[config.mk]
export PLATFORM = sky130hd
export DESIGN_NAME = blink_stream_loader
export DESIGN_NICKNAME = d
export VERILOG_FILES = /design/src/rtl/blink_stream_loader.sv
export SDC_FILE = /design/constraint.sdc
export NUM_CORES = 1
export LEC_CHECK = 0
export ABC_CLOCK_PERIOD_IN_PS = 7300
export BUFFER_PORTS_ARGS = -buffer_cell sky130_fd_sc_hd__buf_2
export CAP_MARGIN = 30
export CORE_AREA = 2 2 288 290
export CTS_CLUSTER_DIAMETER = 40
export DETAILED_ROUTE_END_ITERATION = 16
export DIE_AREA = 0 0 290 292
export GPL_ROUTABILITY_DRIVEN = 1
export GPL_TIMING_DRIVEN = 0
export SYNTH_ARGS = -nofsm -noshare
export SYNTH_HDL_FRONTEND = slang
export SYNTH_SLANG_ARGS = --single-unit
[constraint.sdc]
create_clock -name clk -period 7.3 [get_ports clk]
set_clock_uncertainty 0.15 [all_clocks]
set_input_delay 1.46 -clock clk [delete_from_list [all_inputs] [get_ports clk]]
set_output_delay 1.46 -clock clk [all_outputs]
set_load 0.02 [all_outputs]
[src/rtl/blink_stream_loader.sv]
// Stream-to-operand loader for the Blink cipher core. It assembles the key, tweak and
// plaintext from 32-bit words, runs the core for CORE_LAT cycles and returns the result.
module blink_stream_loader #(
    parameter  int N        = 64,
    parameter  int ROUNDS   = 14,
    parameter  int WW       = 32,
    parameter  int CORE_LAT = 15,
    localparam int KW       = N * ROUNDS / 2
) (
    input  logic          clk,
    input  logic          rst,
    input  logic          s_valid,
    output logic          s_ready,
    input  logic [WW-1:0] s_data,
    input  logic          s_first,
    input  logic          s_enc,
    input  logic          s_reuse_key,
    output logic          core_enc,
    output logic [KW-1:0] core_K0,
    output logic [N-1:0]  core_T,
    output logic [N-1:0]  core_P,
    input  logic [N-1:0]  core_C,
    output logic          m_valid,
    input  logic          m_ready,
    output logic [N-1:0]  m_data,
    output logic          m_err
);

    localparam int KWORDS = KW / WW;
    localparam int TWORDS = N / WW;
    localparam int CNTW   = (KWORDS > 1) ? $clog2(KWORDS) : 1;
    localparam int CCW    = (CORE_LAT > 1) ? $clog2(CORE_LAT) : 1;

    typedef enum logic [2:0] {
        S_IDLE,
        S_KEY,
        S_TWK,
        S_PT,
        S_RUN,
        S_OUT
    } state_t;

    state_t          r_state;
    state_t          w_next;
    logic            r_ready;
    logic [CNTW-1:0] r_wcnt;
    logic [CCW-1:0]  r_ccnt;
    logic            r_enc;
    logic            r_key_loaded;
    logic            r_m_valid;
    logic [N-1:0]    r_m_data;
    logic            r_m_err;
    logic [KW-1:0]   r_k0;
    logic [N-1:0]    r_t;
    logic [N-1:0]    r_p;

    logic            w_acc;
    logic            w_start;
    logic            w_field_done;
    logic            w_run_done;
    logic [CNTW-1:0] w_last_idx;

    // A first-flagged word restarts framing from any load state, including IDLE.
    assign w_acc        = s_valid & r_ready;
    assign w_start      = w_acc & s_first;
    assign w_last_idx   = (r_state == S_KEY) ? CNTW'(KWORDS - 1) : CNTW'(TWORDS - 1);
    assign w_field_done = w_acc & ~s_first & (r_state != S_IDLE) & (r_wcnt == w_last_idx);
    assign w_run_done   = (r_state == S_RUN) & (r_ccnt == CCW'(CORE_LAT - 1));

    always_comb begin
        w_next = r_state;
        case (r_state)
            S_IDLE, S_KEY, S_TWK, S_PT: begin
                if (w_start) begin
                    w_next = s_reuse_key ? S_TWK : S_KEY;
                end else if (w_field_done) begin
                    case (r_state)
                        S_KEY:   w_next = S_TWK;
                        S_TWK:   w_next = S_PT;
                        default: w_next = S_RUN;
                    endcase
                end
            end
            S_RUN:   if (w_run_done) w_next = S_OUT;
            S_OUT:   if (m_ready) w_next = S_IDLE;
            default: w_next = S_IDLE;
        endcase
    end

    // NOTE: all state below uses non-blocking assignments so every register samples
    // the pre-edge values of its neighbours, matching the hardware it describes.
    always_ff @(posedge clk or negedge rst) begin
        if (!rst) begin
            r_state      <= S_IDLE;
            r_ready      <= 1'b0;
            r_wcnt       <= '0;
            r_ccnt       <= '0;
            r_enc        <= 1'b0;
            r_key_loaded <= 1'b0;
            r_m_valid    <= 1'b0;
            r_m_data     <= '0;
            r_m_err      <= 1'b0;
        end else begin
            r_state <= w_next;
            // Ready is derived from the next state so it never depends on m_ready combinationally.
            r_ready <= (w_next == S_IDLE) || (w_next == S_KEY) ||
                       (w_next == S_TWK) || (w_next == S_PT);

            if (w_start) begin
                r_enc   <= s_enc;
                r_m_err <= s_reuse_key & ~r_key_loaded;
                r_wcnt  <= CNTW'(1);
                // A new key overwrites word 0 at once, so the old key is no longer whole.
                if (!s_reuse_key) r_key_loaded <= 1'b0;
            end else if (w_field_done) begin
                r_wcnt <= '0;
                if (r_state == S_KEY) r_key_loaded <= 1'b1;
            end else if (w_acc && (r_state != S_IDLE)) begin
                r_wcnt <= CNTW'(r_wcnt + 1'b1);
            end

            if (r_state == S_RUN) begin
                r_ccnt <= w_run_done ? '0 : CCW'(r_ccnt + 1'b1);
            end

            if (w_run_done) begin
                r_m_valid <= 1'b1;
                r_m_data  <= core_C;
            end else if ((r_state == S_OUT) && m_ready) begin
                r_m_valid <= 1'b0;
            end
        end
    end

    // NOTE: the wide operand registers are reset on purpose: a reuse frame issued
    // straight after reset must drive an all-zero key into the core.
    always_ff @(posedge clk or negedge rst) begin
        if (!rst) begin
            r_k0 <= '0;
            r_t  <= '0;
            r_p  <= '0;
        end else if (w_acc) begin
            if (s_first) begin
                if (s_reuse_key) r_t[0 +: WW] <= s_data;
                else             r_k0[0 +: WW] <= s_data;
            end else begin
                case (r_state)
                    S_KEY:   r_k0[int'(r_wcnt) * WW +: WW] <= s_data;
                    S_TWK:   r_t[int'(r_wcnt) * WW +: WW]  <= s_data;
                    S_PT:    r_p[int'(r_wcnt) * WW +: WW]  <= s_data;
                    default: ;
                endcase
            end
        end
    end

    assign s_ready  = r_ready;
    assign core_enc = r_enc;
    assign core_K0  = r_k0;
    assign core_T   = r_t;
    assign core_P   = r_p;
    assign m_valid  = r_m_valid;
    assign m_data   = r_m_data;
    assign m_err    = r_m_err;

endmodule

==> key figures <==
Critical path
  • R2R Setup Slk: 1.88 ns
  • CP most frequent cell: clkbuf_1
  • R2R Path Start: r_wcnt[0]$_DFFE_PN0P_
  • Worst-path fanout max: 10
  • Critical path data arrival time: 5.82 ns
  • Worst endpoint required time: 7.70 ns
  • CP max-delay cell: clkbuf_1
  • Crit path kind: reg2reg
  • Kind of end point of the critical path: flip-flop
  • Startpoint Class: flip-flop
  • Reg2reg end: core_T[19]$_DFFE_PN0P_
  • Worst path max stage delay: 0.71 ns
  • Crit path cell chain: clkbuf_1, clkbuf_1, inv_1, ha_1, buf_1, nor2_1, nand4_1, o22ai_1, buf_4, buf_2, mux2_2
  • Worst reg2reg path depth: 11

Global route
  • GR Layer Usage met3: 6.26%
  • Largest net degree at the start of global routing: 119
  • Met2 Usage GRT: 37.7%
  • First-pass GRT wire length: 138000 um
  • GRT met1 Usage: 27.3%
  • Gr busiest metal: met2
  • GRT Util Overall: 22.1%
  • Initial antenna violation count: 6
  • Vias in the first global route: 19600
  • Grt total ovfl: 0

Timing
  • Worst-Margin Slew: 1.01 ns
  • Worst setup margin: 1.88 ns
  • Part of the cycle the worst path needs: 74.2%
  • Unrepaired setup endpoints after global routing: no
  • Hold Vio Cnt, Final: 0
  • Final setup vio count: 0
  • Setup TNS: 0 ns
  • Max-slew violations: 0
  • FMAX: 0.185 GHz
  • Max-slew headroom: 32.4%
  • Post-layout minimum cycle time: 5.42 ns

Placement
  • Placer Congestion: 0.825
  • Detailed Place HPWL: 70200 um
  • IO Port Bufs: 745
  • Pre-CTS setup slack: 1.89 ns

Synth
  • Main flop type after synthesis: dfrtp_1
  • Flip-flop and latch count after synthesis: 656
  • Post-synth EDFFs: 0
  • Seq/Total Area, Yosys: 60.7%
  • Syn_area_per_cell: 14.1 um^2
  • Distinct cells, synth: 65
  • Top post-synthesis cells by area: dfrtp_1, mux2_2, mux2_4
  • Ys Warns: 0
  • Synthesized Nets: 2028
  • Post-synth ARST share: 100%
  • Mapped Area: 0.0270 mm^2
  • Cells after Synth: 1919
  • Top cell type's share of synthesized area: 60.7%
  • Area leader, netlist: dfrtp_1

Pwr
  • Total chip power: 13000 uW
  • Reg power frac: 33.8%
  • Pleak: 0.0199 uW
  • IR drop worst, VDD: 270 uV
  • P_sw: 4370 uW
  • Internal: 8620 uW
  • Sw frac: 33.6%
  • Cell Pwr Density: 358 mW/mm^2
  • Clock share of power: 42.4%
  • Logic gate share of total power: 23.8%

Final layout
  • Share of cells above drive strength 1: 54.0%
  • Area delta synth->final: 34.3%
  • Nets@finish: 2894

Min path
  • Min-delay src: r_key_loaded$_DFFE_PN0P_
  • Hold worst-path end: m_err$_DFFE_PN0P_
  • Worst hold stages: 1
  • HP Class: reg2reg

Run status
  • Status: completed

Drt
  • Vias per cell: 4.82
  • DR vias: 19000
  • Routed len/inst: 24.2 um
  • Initial DRC Count: 1107
  • ANT nets after route: 0
  • Number of remaining DRC errors: 0
  • Drt first pass iters: 5
  • DRT Wirelength: 95500 um

Clock network
  • Post-CTS sizing: 0
  • Hold-fix buffers, CTS: 0
  • Root Driver: clkbuf_16
  • Total setup buffers inserted after CTS: 0
  • CTS tree: yes
  • H-tree lvl count: 3
  • Later-pin clock latency in the skew report: 0.67 ns
  • Max Buffers Root-to-Sink: 3
  • Clock sink count: 656
  • Clock buffer count from CTS: 109
  • Worst-path clk slew: 0.06 ns

Die
  • Core ar.: 0.0816 mm^2
  • Die H: 292 um
  • # IOs: 747
  • Rows: 105
  • Starting Density: 33.1%
  • Die width: 290 um
  • Die footprint: 0.0847 mm^2

Job
  • Max-cap violations: 0
[worst max path at each step]
stage / from / end / cells after the start
6_report: r_wcnt[0]$_DFFE_PN0P_ / core_T[19]$_DFFE_PN0P_ / 11
5_1_grt: r_wcnt[0]$_DFFE_PN0P_ / core_T[23]$_DFFE_PN0P_ / 11
4_1_cts: r_wcnt[0]$_DFFE_PN0P_ / core_T[24]$_DFFE_PN0P_ / 11
3_5_place_dp: r_wcnt[0]$_DFFE_PN0P_ / core_T[22]$_DFFE_PN0P_ / 11
3_3_place_gp: rst / m_data[44]$_DFFE_PN0P_ / 1
2_1_floorplan: r_wcnt[0]$_DFFE_PN0P_ / core_T[24]$_DFFE_PN0P_ / 10
[cells in the final DEF, fill, tap and decap left out, drive strengths merged, types with 27 or more instances in the layout]
master and count:
buf 824, dfrtp 656, mux2 540, clkbuf 212
o21ai 107, and2 99, nand2 85, inv 69
nand3 44, mux2i 36, o31ai 32, and3 30
clkinv 27
[state kept, by name (all words and copies together), names as in the netlist, 3 cells and up]
| register | count |
|---|---|
| core_T | 64 |
| r_ccnt | 4 |
| r_wcnt | 4 |
| core_P | 64 |
| r_state | 3 |
| m_data | 64 |
| core_K0 | 448 |
[metal layers]
metal	up-vias	part of all wire [%]	wire (um)
met1	9772	41	39300
met2	640	50	47300
met3	160	6.5	6200
li1	8469	-	-
met5	-	0.048	46
met4	6	2.7	2620
[worst max-delay path, delay by kind of cell (launching register included)]
family,cells,cell delay [ns]
fa+ha+maj,1,0.42
mux,1,0.38
compound gates,1,0.51
buf+inv,6,2.46
flops,1,0.54
simple gates,2,0.81
[final cells by class]
cell class / instances / area (um^2)
flip-flops and latches: 656 / 16400
diodes: 2 / 5.00
multi-input cells: 1069 / 9700
clock buffers: 129 / 2960
fillers: 7582 / 45300
well taps: 1070 / 1340
clock inverters: 78 / 1010
plain buffers: 152 / 759
repair buffers: 755 / 3950
inverters: 42 / 158
[synth_stat cells, drive strengths merged, types with 4 or more instances]
cell / count
inv: 42
dfrtp: 656
ha: 6
nor2: 17
buf: 69
nor3: 8
nand3: 44
and2: 99
nor2b: 6
clkbuf: 83
o31ai: 32
mux2i: 36
nand2b: 7
and3: 30
o21ai: 107
mux2: 540
nand2: 85
a21oi: 4
[power groups by stage]
stage	Sequential, uW	Combinational [uW]	Clock, uW
after CTS	4380	3140	5610
final	4390	3090	5510
after detailed placement	4440	3130	0
after global routing	4450	3300	5770
after global placement	4430	3100	0
after floorplan	5020	1210	0
[through the flow]
| step | utilization [%] | area, um^2 | std cells | hold WS [ns] |
|---|---|---|---|---|
| floorplan | - | 27000 | 1919 | 0.284 |
| global route | 44.5 | 36300 | 3951 | 0.345 |
| global placement | 39.3 | 32100 | 3734 | 0.302 |
| CTS | 44.5 | 36300 | 3951 | 0.332 |
| finish | 44.5 | 36300 | 3953 | 0.324 |
| detailed placement | 39.6 | 32300 | 3744 | 0.316 |
[cell families (layout without fill, tap and decap cells)]
group / after synthesis / in the layout / synth area share, %
simple gates: 317 / 317 / 6.58
flops: 656 / 656 / 60.7
xor+xnor: 4 / 4 / 0.157
compound gates: 166 / 166 / 3.78
buf+inv: 194 / 1156 / 3.39
fa+ha+maj: 6 / 6 / 0.278
mux: 576 / 576 / 25.1
other cells: 0 / 2 / 0
Power figures use the tool's default switching activity.
